<file path="src/rtl/line_clear_ctrl.sv">
// -----------------------------------------------------------------------------
// line_clear_ctrl
//
// Scans a COLS x ROWS falling-block board from the bottom row upward, removes
// every completely occupied row and compacts the remaining rows downward.
// Rows that vanish leave empty rows at the top, which are zero-filled at the
// end of the scan.
//
// The board is accessed through a synchronous-read port (data one cycle after
// the address) and a one-cell-per-cycle write port. All address/data outputs
// are zero whenever the block is idle, so the owner of the board can simply
// mux the port on busy.
//
// Ports
//   CLOCK_50      in   system clock, rising edge
//   resetn        in   synchronous active-low reset
//   start         in   single-cycle scan request (honoured only when idle)
//   busy          out  scan in progress; this block owns the board port
//   done          out  one-cycle pulse when the scan has finished
//   lines_cleared out  number of full rows removed by the last scan
//   board_rx/ry   out  board read address (x, y)
//   board_rdata   in   cell value for the address presented last cycle
//   board_we      out  board write enable
//   board_wx/wy   out  board write address (x, y)
//   board_wdata   out  value to write (1 = occupied)
// -----------------------------------------------------------------------------
module line_clear_ctrl #(
    parameter int COLS = 10,
    parameter int ROWS = 20
) (
    input  logic       CLOCK_50,
    input  logic       resetn,
    input  logic       start,
    output logic       busy,
    output logic       done,
    output logic [4:0] lines_cleared,
    output logic [3:0] board_rx,
    output logic [4:0] board_ry,
    input  logic       board_rdata,
    output logic       board_we,
    output logic [3:0] board_wx,
    output logic [4:0] board_wy,
    output logic       board_wdata
);

    // READ runs one cycle past the last column to collect the final read.
    localparam logic [3:0] COL_END  = 4'(COLS);
    localparam logic [3:0] LAST_COL = 4'(COLS - 1);
    localparam logic [4:0] LAST_ROW = 5'(ROWS - 1);

    typedef enum logic [2:0] {
        IDLE = 3'd0,
        READ = 3'd1,
        EVAL = 3'd2,
        COPY = 3'd3,
        FILL = 3'd4,
        DONE = 3'd5
    } state_t;

    // State and datapath registers
    state_t            state_r;
    logic [3:0]        col_r;
    logic [4:0]        src_r;
    logic [4:0]        dst_r;
    logic [COLS-1:0]   row_buf_r;
    logic [4:0]        cleared_r;
    logic              src_exh_r;

    // Next-state values
    state_t            state_n_s;
    logic [3:0]        col_n_s;
    logic [4:0]        src_n_s;
    logic [4:0]        dst_n_s;
    logic [4:0]        cleared_n_s;
    logic              src_exh_n_s;

    // Next values of the registered board-port outputs
    logic              busy_n_s;
    logic              done_n_s;
    logic              rd_act_s;
    logic [3:0]        rx_n_s;
    logic [4:0]        ry_n_s;
    logic              we_n_s;
    logic [3:0]        wx_n_s;
    logic [4:0]        wy_n_s;
    logic              wdata_n_s;

    // Row-buffer capture control
    logic              cap_en_s;
    logic [3:0]        cap_idx_s;
    logic              row_full_s;
    logic              src_last_s;

    // Read data lags the address by one cycle, so READ cycle k stores bit k-1.
    assign cap_en_s   = (state_r == READ) && (col_r != 4'd0);
    assign cap_idx_s  = col_r - 4'd1;
    assign row_full_s = &row_buf_r;
    // Row 0 is recognised before any decrement, so src never wraps into the scan.
    assign src_last_s = (src_r == 5'd0) || src_exh_r;

    assign lines_cleared = cleared_r;

    // Scan sequencing: next state, pointers, column counter and cleared count.
    always_comb begin
        state_n_s   = state_r;
        col_n_s     = col_r;
        src_n_s     = src_r;
        dst_n_s     = dst_r;
        cleared_n_s = cleared_r;
        src_exh_n_s = src_exh_r;

        case (state_r)
            IDLE: begin
                if (start) begin
                    state_n_s   = READ;
                    col_n_s     = 4'd0;
                    src_n_s     = LAST_ROW;
                    dst_n_s     = LAST_ROW;
                    cleared_n_s = 5'd0;
                    src_exh_n_s = 1'b0;
                end else begin
                    state_n_s   = IDLE;
                end
            end

            READ: begin
                if (col_r == COL_END) begin
                    state_n_s = EVAL;
                    col_n_s   = 4'd0;
                end else begin
                    col_n_s   = col_r + 4'd1;
                end
            end

            EVAL: begin
                col_n_s = 4'd0;
                if (row_full_s) begin
                    // Drop the row: dst stays put so the next kept row lands here.
                    cleared_n_s = cleared_r + 5'd1;
                    if (src_last_s) begin
                        src_exh_n_s = 1'b1;
                        state_n_s   = FILL;
                    end else begin
                        src_n_s     = src_r - 5'd1;
                        state_n_s   = READ;
                    end
                end else if (src_r == dst_r) begin
                    // Row already in its final place, nothing to write.
                    if (src_last_s) begin
                        src_exh_n_s = 1'b1;
                        state_n_s   = (cleared_r != 5'd0) ? FILL : DONE;
                    end else begin
                        src_n_s     = src_r - 5'd1;
                        dst_n_s     = dst_r - 5'd1;
                        state_n_s   = READ;
                    end
                end else begin
                    state_n_s = COPY;
                end
            end

            COPY: begin
                if (col_r == LAST_COL) begin
                    col_n_s = 4'd0;
                    // dst > src here, so dst - 1 cannot underflow.
                    dst_n_s = dst_r - 5'd1;
                    if (src_last_s) begin
                        src_exh_n_s = 1'b1;
                        state_n_s   = (cleared_r != 5'd0) ? FILL : DONE;
                    end else begin
                        src_n_s     = src_r - 5'd1;
                        state_n_s   = READ;
                    end
                end else begin
                    col_n_s = col_r + 4'd1;
                end
            end

            FILL: begin
                if (col_r == LAST_COL) begin
                    col_n_s = 4'd0;
                    if (dst_r == 5'd0) begin
                        state_n_s = DONE;
                    end else begin
                        dst_n_s   = dst_r - 5'd1;
                    end
                end else begin
                    col_n_s = col_r + 4'd1;
                end
            end

            DONE: begin
                state_n_s = IDLE;
            end

            default: begin
                state_n_s = IDLE;
            end
        endcase
    end

    // Board-port outputs derived from the next state so they can be registered
    // and still line up with the state they belong to.
    always_comb begin
        busy_n_s  = (state_n_s != IDLE);
        done_n_s  = (state_n_s == DONE);
        rd_act_s  = (state_n_s == READ) && (col_n_s < COL_END);
        rx_n_s    = 4'd0;
        ry_n_s    = 5'd0;
        we_n_s    = (state_n_s == COPY) || (state_n_s == FILL);
        wx_n_s    = 4'd0;
        wy_n_s    = 5'd0;
        wdata_n_s = 1'b0;

        if (rd_act_s) begin
            rx_n_s = col_n_s;
        end else begin
            rx_n_s = 4'd0;
        end

        // ry follows src throughout the scan; zero only when idle/done.
        if (busy_n_s && !done_n_s) begin
            ry_n_s = src_n_s;
        end else begin
            ry_n_s = 5'd0;
        end

        if (we_n_s) begin
            wx_n_s = col_n_s;
            wy_n_s = dst_n_s;
        end else begin
            wx_n_s = 4'd0;
            wy_n_s = 5'd0;
        end

        // FILL writes zeros; COPY replays the captured row.
        if (state_n_s == COPY) begin
            wdata_n_s = row_buf_r[col_n_s];
        end else begin
            wdata_n_s = 1'b0;
        end
    end

    // State, pointer, counter and row-buffer registers.
    always_ff @(posedge CLOCK_50) begin
        if (!resetn) begin
            state_r   <= IDLE;
            col_r     <= 4'd0;
            src_r     <= 5'd0;
            dst_r     <= 5'd0;
            row_buf_r <= '0;
            cleared_r <= 5'd0;
            src_exh_r <= 1'b0;
        end else begin
            state_r   <= state_n_s;
            col_r     <= col_n_s;
            src_r     <= src_n_s;
            dst_r     <= dst_n_s;
            cleared_r <= cleared_n_s;
            src_exh_r <= src_exh_n_s;
            if (cap_en_s) begin
                row_buf_r[cap_idx_s] <= board_rdata;
            end
        end
    end

    // Registered status and board-port outputs.
    always_ff @(posedge CLOCK_50) begin
        if (!resetn) begin
            busy        <= 1'b0;
            done        <= 1'b0;
            board_rx    <= 4'd0;
            board_ry    <= 5'd0;
            board_we    <= 1'b0;
            board_wx    <= 4'd0;
            board_wy    <= 5'd0;
            board_wdata <= 1'b0;
        end else begin
            busy        <= busy_n_s;
            done        <= done_n_s;
            board_rx    <= rx_n_s;
            board_ry    <= ry_n_s;
            board_we    <= we_n_s;
            board_wx    <= wx_n_s;
            board_wy    <= wy_n_s;
            board_wdata <= wdata_n_s;
        end
    end

endmodule

</file>
<file path="config.mk">
export PLATFORM = sky130hd
export DESIGN_NAME = line_clear_ctrl
export DESIGN_NICKNAME = d
export VERILOG_FILES = /design/src/rtl/line_clear_ctrl.sv
export SDC_FILE = /design/constraint.sdc
export NUM_CORES = 1
export LEC_CHECK = 0
export BUFFER_PORTS_ARGS = -buffer_cell sky130_fd_sc_hd__buf_4
export CAP_MARGIN = 20
export CORE_MARGIN = 1.5
export CORE_UTILIZATION = 50
export DETAILED_ROUTE_END_ITERATION = 10
export GPL_ROUTABILITY_DRIVEN = 0
export GPL_TIMING_DRIVEN = 0
export PLACE_DENSITY = 0.73
export SLEW_MARGIN = 0
export SYNTH_ARGS = -nofsm -noshare
export SYNTH_HDL_FRONTEND = slang
export SYNTH_SLANG_ARGS = --single-unit
</file>
<file path="constraint.sdc">
create_clock -name CLOCK_50 -period 2.7 [get_ports CLOCK_50]
set_clock_uncertainty 0.1 [all_clocks]
set_input_delay 0.27 -clock CLOCK_50 [delete_from_list [all_inputs] [get_ports CLOCK_50]]
set_output_delay 0.27 -clock CLOCK_50 [all_outputs]
set_load 0.1 [all_outputs]
</file>
Word level (Yosys, flattened, before mapping)
Cells that the tools add are included.
Operators by class
  equal/unequal tests: 15
  reductions and logical operators: 23
  bitwise logic cells: 0
  add/sub/neg operators: 5
  multiply operators: 0
  shift-type cells: 0
  $lt $le $gt $ge: 4
  muxes and demuxes: 43
  div/mod/pow operators: 0
Operators with widths (number)
  2-to-1 mux 5 bit: 14
  2-to-1 mux 3 bit: 8
  one-hot mux 5 bit (4 select lines): 1
  one-hot mux 4 bit (4 select lines): 1
  one-hot mux 3 bit (5 select lines): 1
  one-hot mux 5 bit (3 select lines): 1
  2-to-1 mux 4 bit: 3
  bitwise mux 10 bit: 1
  zero test 5 bit: 2
  < comparator 4 x 5 -> 1 bit (second input constant): 2
  one-hot mux 5 bit (2 select lines): 1
  AND reduction 10 bit: 1
  subtractor 5 x 1 -> 5 bit (second input constant): 2
  == test 3 x 2 -> 1 bit (second input constant): 3
  == test 3 bit (second input constant): 3
  2-to-1 mux 1 bit: 9
  == test 4 bit (second input constant): 2
  AND reduction 2 bit: 4
  == test 3 x 1 -> 1 bit (second input constant): 2
  inequality test 2 bit (second input constant): 3
  nonzero test 3 bit: 2
  adder 5 x 1 -> 5 bit (second input constant): 1
  == test 5 bit: 1
  nonzero test 5 bit: 1
  17 further kinds: 21
Word-level totals
  memories kept: 0
  input bits: 4
  flip-flop bits (word level): 55
  memory bits (writable): 0
  logic and storage cells: 105
  bits in latches: 0
  output and inout port bits: 27
  bits in read-only memories: 0

Longest topological paths before layout
  depth after elaboration: 10
  depth in mapped cells: 9
  gate-level depth less buffers: 8

Least setup slack after synthesis
Ideal clock, no wire load.
  path type: register -> register
  from: register cleared_r[0], in the netlist lines_cleared[0]
  to: register board_wx[1]
  period minus slack after synthesis: 2.734 ns
  data required time: 2.467 ns
  buffers on the path: 1
  cell stages (with the launch flop): 9
  slack: -0.034 ns
  arrival time: 2.501 ns
  library setup time: 0.133 ns
  cells stage by stage: dfxtp_1 inv_1 ha_1 nor4b_1 o31a_2 or2_0 buf_2 o211ai_4 nor2_1
On the way
  cells in the longest elaborated chain, start to end: 9
  elaborated cells between the ends (all ways): 11
  those cells by class: eq/ne: 2; mux: 6; reduce/logical: 3
Ends and longest elaborated chain
  from (decl): line 66  | logic [4:0] cleared_r;
  from (signal assigned): line 259  | cleared_r <= cleared_n_s;
  nonzero test 5 bit *: line 151, 169
  2-to-1 mux 1 bit *: line 151, 169
  2-to-1 mux 3 bit *: line 149, 167
  2-to-1 mux 3 bit: line 147  | end else if (src_r == dst_r) begin
  2-to-1 mux 3 bit: line 137  | if (row_full_s) begin
  one-hot mux 3 bit (5 select lines) *: line 112  | case (state_r)
  == test 3 x 2 -> 1 bit / == test 3 bit (equally long branches): line 210  | we_n_s = (state_n_s == COPY) || (state_n_s == FILL);
  logical OR 1 bit *: line 210
  AND reduction 2 bit (no line) *
  to (signal assigned): line 284  | board_wx <= wx_n_s;
  to (decl): line 41  | output logic [3:0] board_wx,
Mark *: on every way between the ends. The rest lies on a longest branch, timed or not.
A chain may end at the register's enable or synchronous reset.

Worst setup path after layout
  from: register state_r[1]
  to: register board_wdata
On the way
  cells in the longest elaborated chain, start to end: 5
  elaborated cells between the ends (all ways): 16
  those cells by class: eq/ne: 5; mux: 8; reduce/logical: 3
Ends and longest elaborated chain
  from (decl): line 61  | state_t state_r;
  from (signal assigned): line 255  | state_r <= state_n_s;
  == test 3 bit, or another cell as far along: line 112
  OR reduction 2 bit (no line) / 2-to-1 mux 3 bit (equally long branches)
  one-hot mux 4 bit (4 select lines) / one-hot mux 3 bit (5 select lines) (equally long branches): line 112
  binary-select mux 1 bit (select 4 bit) / == test 3 x 2 -> 1 bit (equally long branches): line 238, 237
  2-to-1 mux 1 bit (implied by the code) / AND reduction 2 bit (equally long branches)
  to (signal assigned): line 286  | board_wdata <= wdata_n_s;
  to (decl): line 43  | output logic board_wdata
Several ways; a longest one is shown, not always the timed one. The select of a mux whose other input is x is not followed.

==> results.txt <==
The analysis attributes to cell leakage a power of 1.263 nW. The count of standard-cell rows is 27. Counting flops with an async set or reset pin after synthesis yields a share of 0%. The CTS buffer count came out at 5. The flip-flop and latch count after synthesis came out at 55. For this design the ratio of total power to cell area is 492.8 nW/µm². Detailed placement ended at an HPWL of between 4000 and 5000 µm. The max-slew violation count came to 0. For this configuration, the core starts out at a cell density of between 50 and 60%. The largest fanout on the critical path is 10. The final antenna diode count came out at 0. STA classifies the critical path endpoint as a flop. The count of final hold-check violations came out at 0. Timing would allow up to 0.4008 GHz.

The critical path data required time came out at approximately 2.8 ns. The pin slew with the least headroom to its limit is 0.6128 ns. The data arrival time of the worst path is ~2.6 ns. Tracing the worst setup path back leads to its startpoint at state_r[1]$_SDFF_PN0_. Setup repair after global routing left no endpoint under its margin. The vertical die dimension came out at just under 80 µm. In this run the number of H-tree levels came out at 2.

The peak per-stage delay on the critical path came out at around 0.58 ns. The share of final-layout standard cells stronger than drive strength 1 is around 16%. The via count of the first global-routing pass is approximately 2,300. In this run the tool buffered the top-level ports with 29 buffer cells. The library cells used most frequently in the layout, excluding fill and tap cells, are 54 x sky130_fd_sc_hd__dfxtp_1, 36 x sky130_fd_sc_hd__nor2_1, 29 x sky130_fd_sc_hd__nand2_1, 29 x sky130_fd_sc_hd__buf_4, 21 x sky130_fd_sc_hd__nor2b_1.

The final layout contains 389 nets. The hold-fix buffer count after cts came out at 0. In this run the deepest clock path goes through 2 buffers. The width of the chip came out at 79.06 µm. The clock latency on the worst-skew pair came out at 0.31 ns. The total of endpoints with negative setup slack in the final report is 0. Relative to the synthesized area, the layout overhead comes to 15.10%. The first-pass iteration count of the detailed router came out at 4. The count of warnings emitted by yosys came out at 0. The number of DRC violations after detailed-routing iteration 0 came out at 243. In the synthesized netlist the dominant register cell turns out to be sky130_fd_sc_hd__dfxtp_1. The count of cells in the finished layout, fillers not included, comes to between 400 and 500. The filler cell count came out at approximately 530. The flow ran to the end, and the final reports show no timing, DRC or antenna violations. The number of enable-type register cells in the synthesized netlist came out at 0. The largest individual stage delay along the critical path comes from the cell sky130_fd_sc_hd__or4b_1.

The area of the die is ~6300 µm². The routed via count divided by cell count is around 5.7. The post-synthesis net count came out at between 300 and 400. The tree is rooted in a sky130_fd_sc_hd__clkbuf_8.

The worst reg2reg path endpoint is board_wdata$_SDFF_PN0_. The total overflow left after global routing is 0. The area of the core region is between 5000 and 6000 µm².

The wire length after detailed routing is 6675 µm. The maximum number of pins on one net before global-route repair is 16. The count of max-cap constraint violations is 0. The library cell used most frequently in the layout, excluding fill and tap cells, is sky130_fd_sc_hd__dfxtp_1. The I/O pin count came out at 31. The register-to-register path setup slack is around 0.20 ns. The critical path goes through buf_2 > clkbuf_1 > or4b_1 > o211ai_2 > mux2_2 > o2111ai_1 > a31oi_1. The initial antenna violation count is 0.

The cell area after synthesis is around 2900 µm². The setup path with the least slack is of type flop to flop. The setup TNS after final layout is 0 ns. Global routing used a little under a quarter of the available tracks across all layers. The worst slew margin relative to its limit came out at approximately three fifths.

The global-route wire length before repair is ~11,000 µm. The average size of a mapped cell is approximately 8.4 µm². The path category of the worst min-delay check is input pin to flop. The remaining antenna violation count came out at 0. The time the worst path needs with I/O delays and setup is around 2.5 ns. TritonCTS built the clock tree.

The worst vdd rail ir drop is roughly 0.25 mV. The startpoint identified for the worst register-to-register timing path is state_r[1]$_SDFF_PN0_. The number of cells on the worst reg-to-reg path is 7. Counting distinct cell types in the post-synthesis netlist gives a little over 60. The part of the Yosys area used for sequential elements came out at between 30% and 40%. The post-detailed-route DRC marker count is 0. After clock tree synthesis, the clock-pin slew on the worst setup and hold paths is about 0.09 ns.

Counting tap cells, the placed design contains a total of between 400 and 500 instances. In the final routed layout, each cell accounts on average for between 10 and 15 µm. Detailed routing inserted a total of 2,566 vias. The kind of start point of the critical path is a flop. The clock drives 55 sinks. In this run the most critical hold path is launched from resetn. The synthesized instance count came out at ~340. Dividing the final minimum period by the clock period gives between 90 and 100%. The number of cells on the worst hold path came out at 3. The terminating pin of the worst hold path is state_r[0]$_SDFF_PN0_.
-- final cells by class --
class	count	area (µm²)	area share, %
tap	72	90.09	2.706
sequential	55	1102	33.11
multi-input combinational	260	1707	51.26
inverter	12	45.04	1.353
clock buffer	8	100.1	3.006
buffer	16	67.56	2.029
timing repair buffer	29	217.7	6.539
-- flip-flops by register name, indices dropped and copies added, names as in the netlist, 5 cells and up --
register / flops
board_ry: 5
board_wy: 5
dst_r: 5
lines_cleared: 5
row_buf_r: 10
src_r: 5
-- critical path: cells and delay by family (launching register included) --
family / cells / cell delay, ns
AND/OR/NAND/NOR: 1 / 0.58
AO/OA/AOI/OAI: 3 / 0.49
buffers and inverters: 2 / 0.44
multiplexers: 1 / 0.42
flip-flops: 1 / 0.35
-- power breakdown --
group          leakage, nW  switching [W]  internal (W)
clock               0.0515       0.000258      0.000235
sequential           0.447      0.0000180      0.000833
combinational        0.765       0.000210     0.0000873
-- cells in the mapped netlist, types with 8 or more instances --
master	instances	share of area, %
sky130_fd_sc_hd__a21boi_0	8	2.1
sky130_fd_sc_hd__a21oi_1	12	2.1
sky130_fd_sc_hd__clkbuf_1	10	1.3
sky130_fd_sc_hd__dfxtp_1	55	38
sky130_fd_sc_hd__inv_1	12	1.6
sky130_fd_sc_hd__mux2i_1	12	4.2
sky130_fd_sc_hd__nand2_1	29	3.8
sky130_fd_sc_hd__nand2b_1	9	1.9
sky130_fd_sc_hd__nand3_1	9	1.6
sky130_fd_sc_hd__nor2_1	36	4.7
sky130_fd_sc_hd__nor2b_1	21	4.5
sky130_fd_sc_hd__nor3_1	11	1.9
sky130_fd_sc_hd__o21ai_0	20	3.5
sky130_fd_sc_hd__xor2_1	8	2.4
-- routing by layer --
metal,vias to the layer above,global-route usage (%),wire length (µm)
li1,1286,-,-
met1,1189,31.29,3138
met2,82,37.09,3091
met3,9,2.759,346
met4,0,7.895,99
met5,-,0,0
-- how the worst max path moves through the flow --
stage / end / slack, ns / cells after the start
2_1_floorplan: board_wx[1]$_SDFF_PN0_ / 0.03 / 8
3_3_place_gp: board_wdata$_SDFF_PN0_ / 0.11 / 7
3_5_place_dp: board_wdata$_SDFF_PN0_ / 0.12 / 7
4_1_cts: board_wdata$_SDFF_PN0_ / 0.08 / 7
5_1_grt: board_rx[1]$_SDFF_PN0_ / 0.02 / 8
6_report: board_wdata$_SDFF_PN0_ / 0.20 / 7
-- metrics by stage --
stage / instance area [µm²] / setup slack (ns) / hold WS (ns) / power, W / utilization [%]
2_1_floorplan: 2894 / 0.02757 / 0.3145 / 0.001097 / -
3_3_place_gp: 3202 / 0.1088 / 0.3752 / 0.001158 / 57.79
3_5_place_dp: 3202 / 0.1221 / 0.3777 / 0.001161 / 57.79
4_1_cts: 3302 / 0.08065 / 0.2019 / 0.001641 / 59.60
5_1_grt: 3329 / 0.01904 / 0.2216 / 0.001707 / 60.09
6_report: 3329 / 0.2049 / 0.2065 / 0.001641 / 60.09
-- what timing repair did --
action | CTS | global route
resized for setup | 0 | 5
buffers inserted | 0 | 0
endpoints found under the setup margin | 0 | 22
-- kinds of logic (layout without fill, tap and decap cells) --
group | Yosys count | in the layout | share of synthesized area (%)
AOI/OAI and AO/OA | 72 | 72 | 17.78
buffers and inverters | 28 | 65 | 3.849
adders and majority gates | 6 | 6 | 2.595
and+or+nand+nor | 157 | 157 | 29.37
DFF | 55 | 55 | 38.06
xor gates and xnor gates | 10 | 10 | 3.028
muxes | 15 | 15 | 5.320
Note: power is estimated with default switching activity, not from simulation.
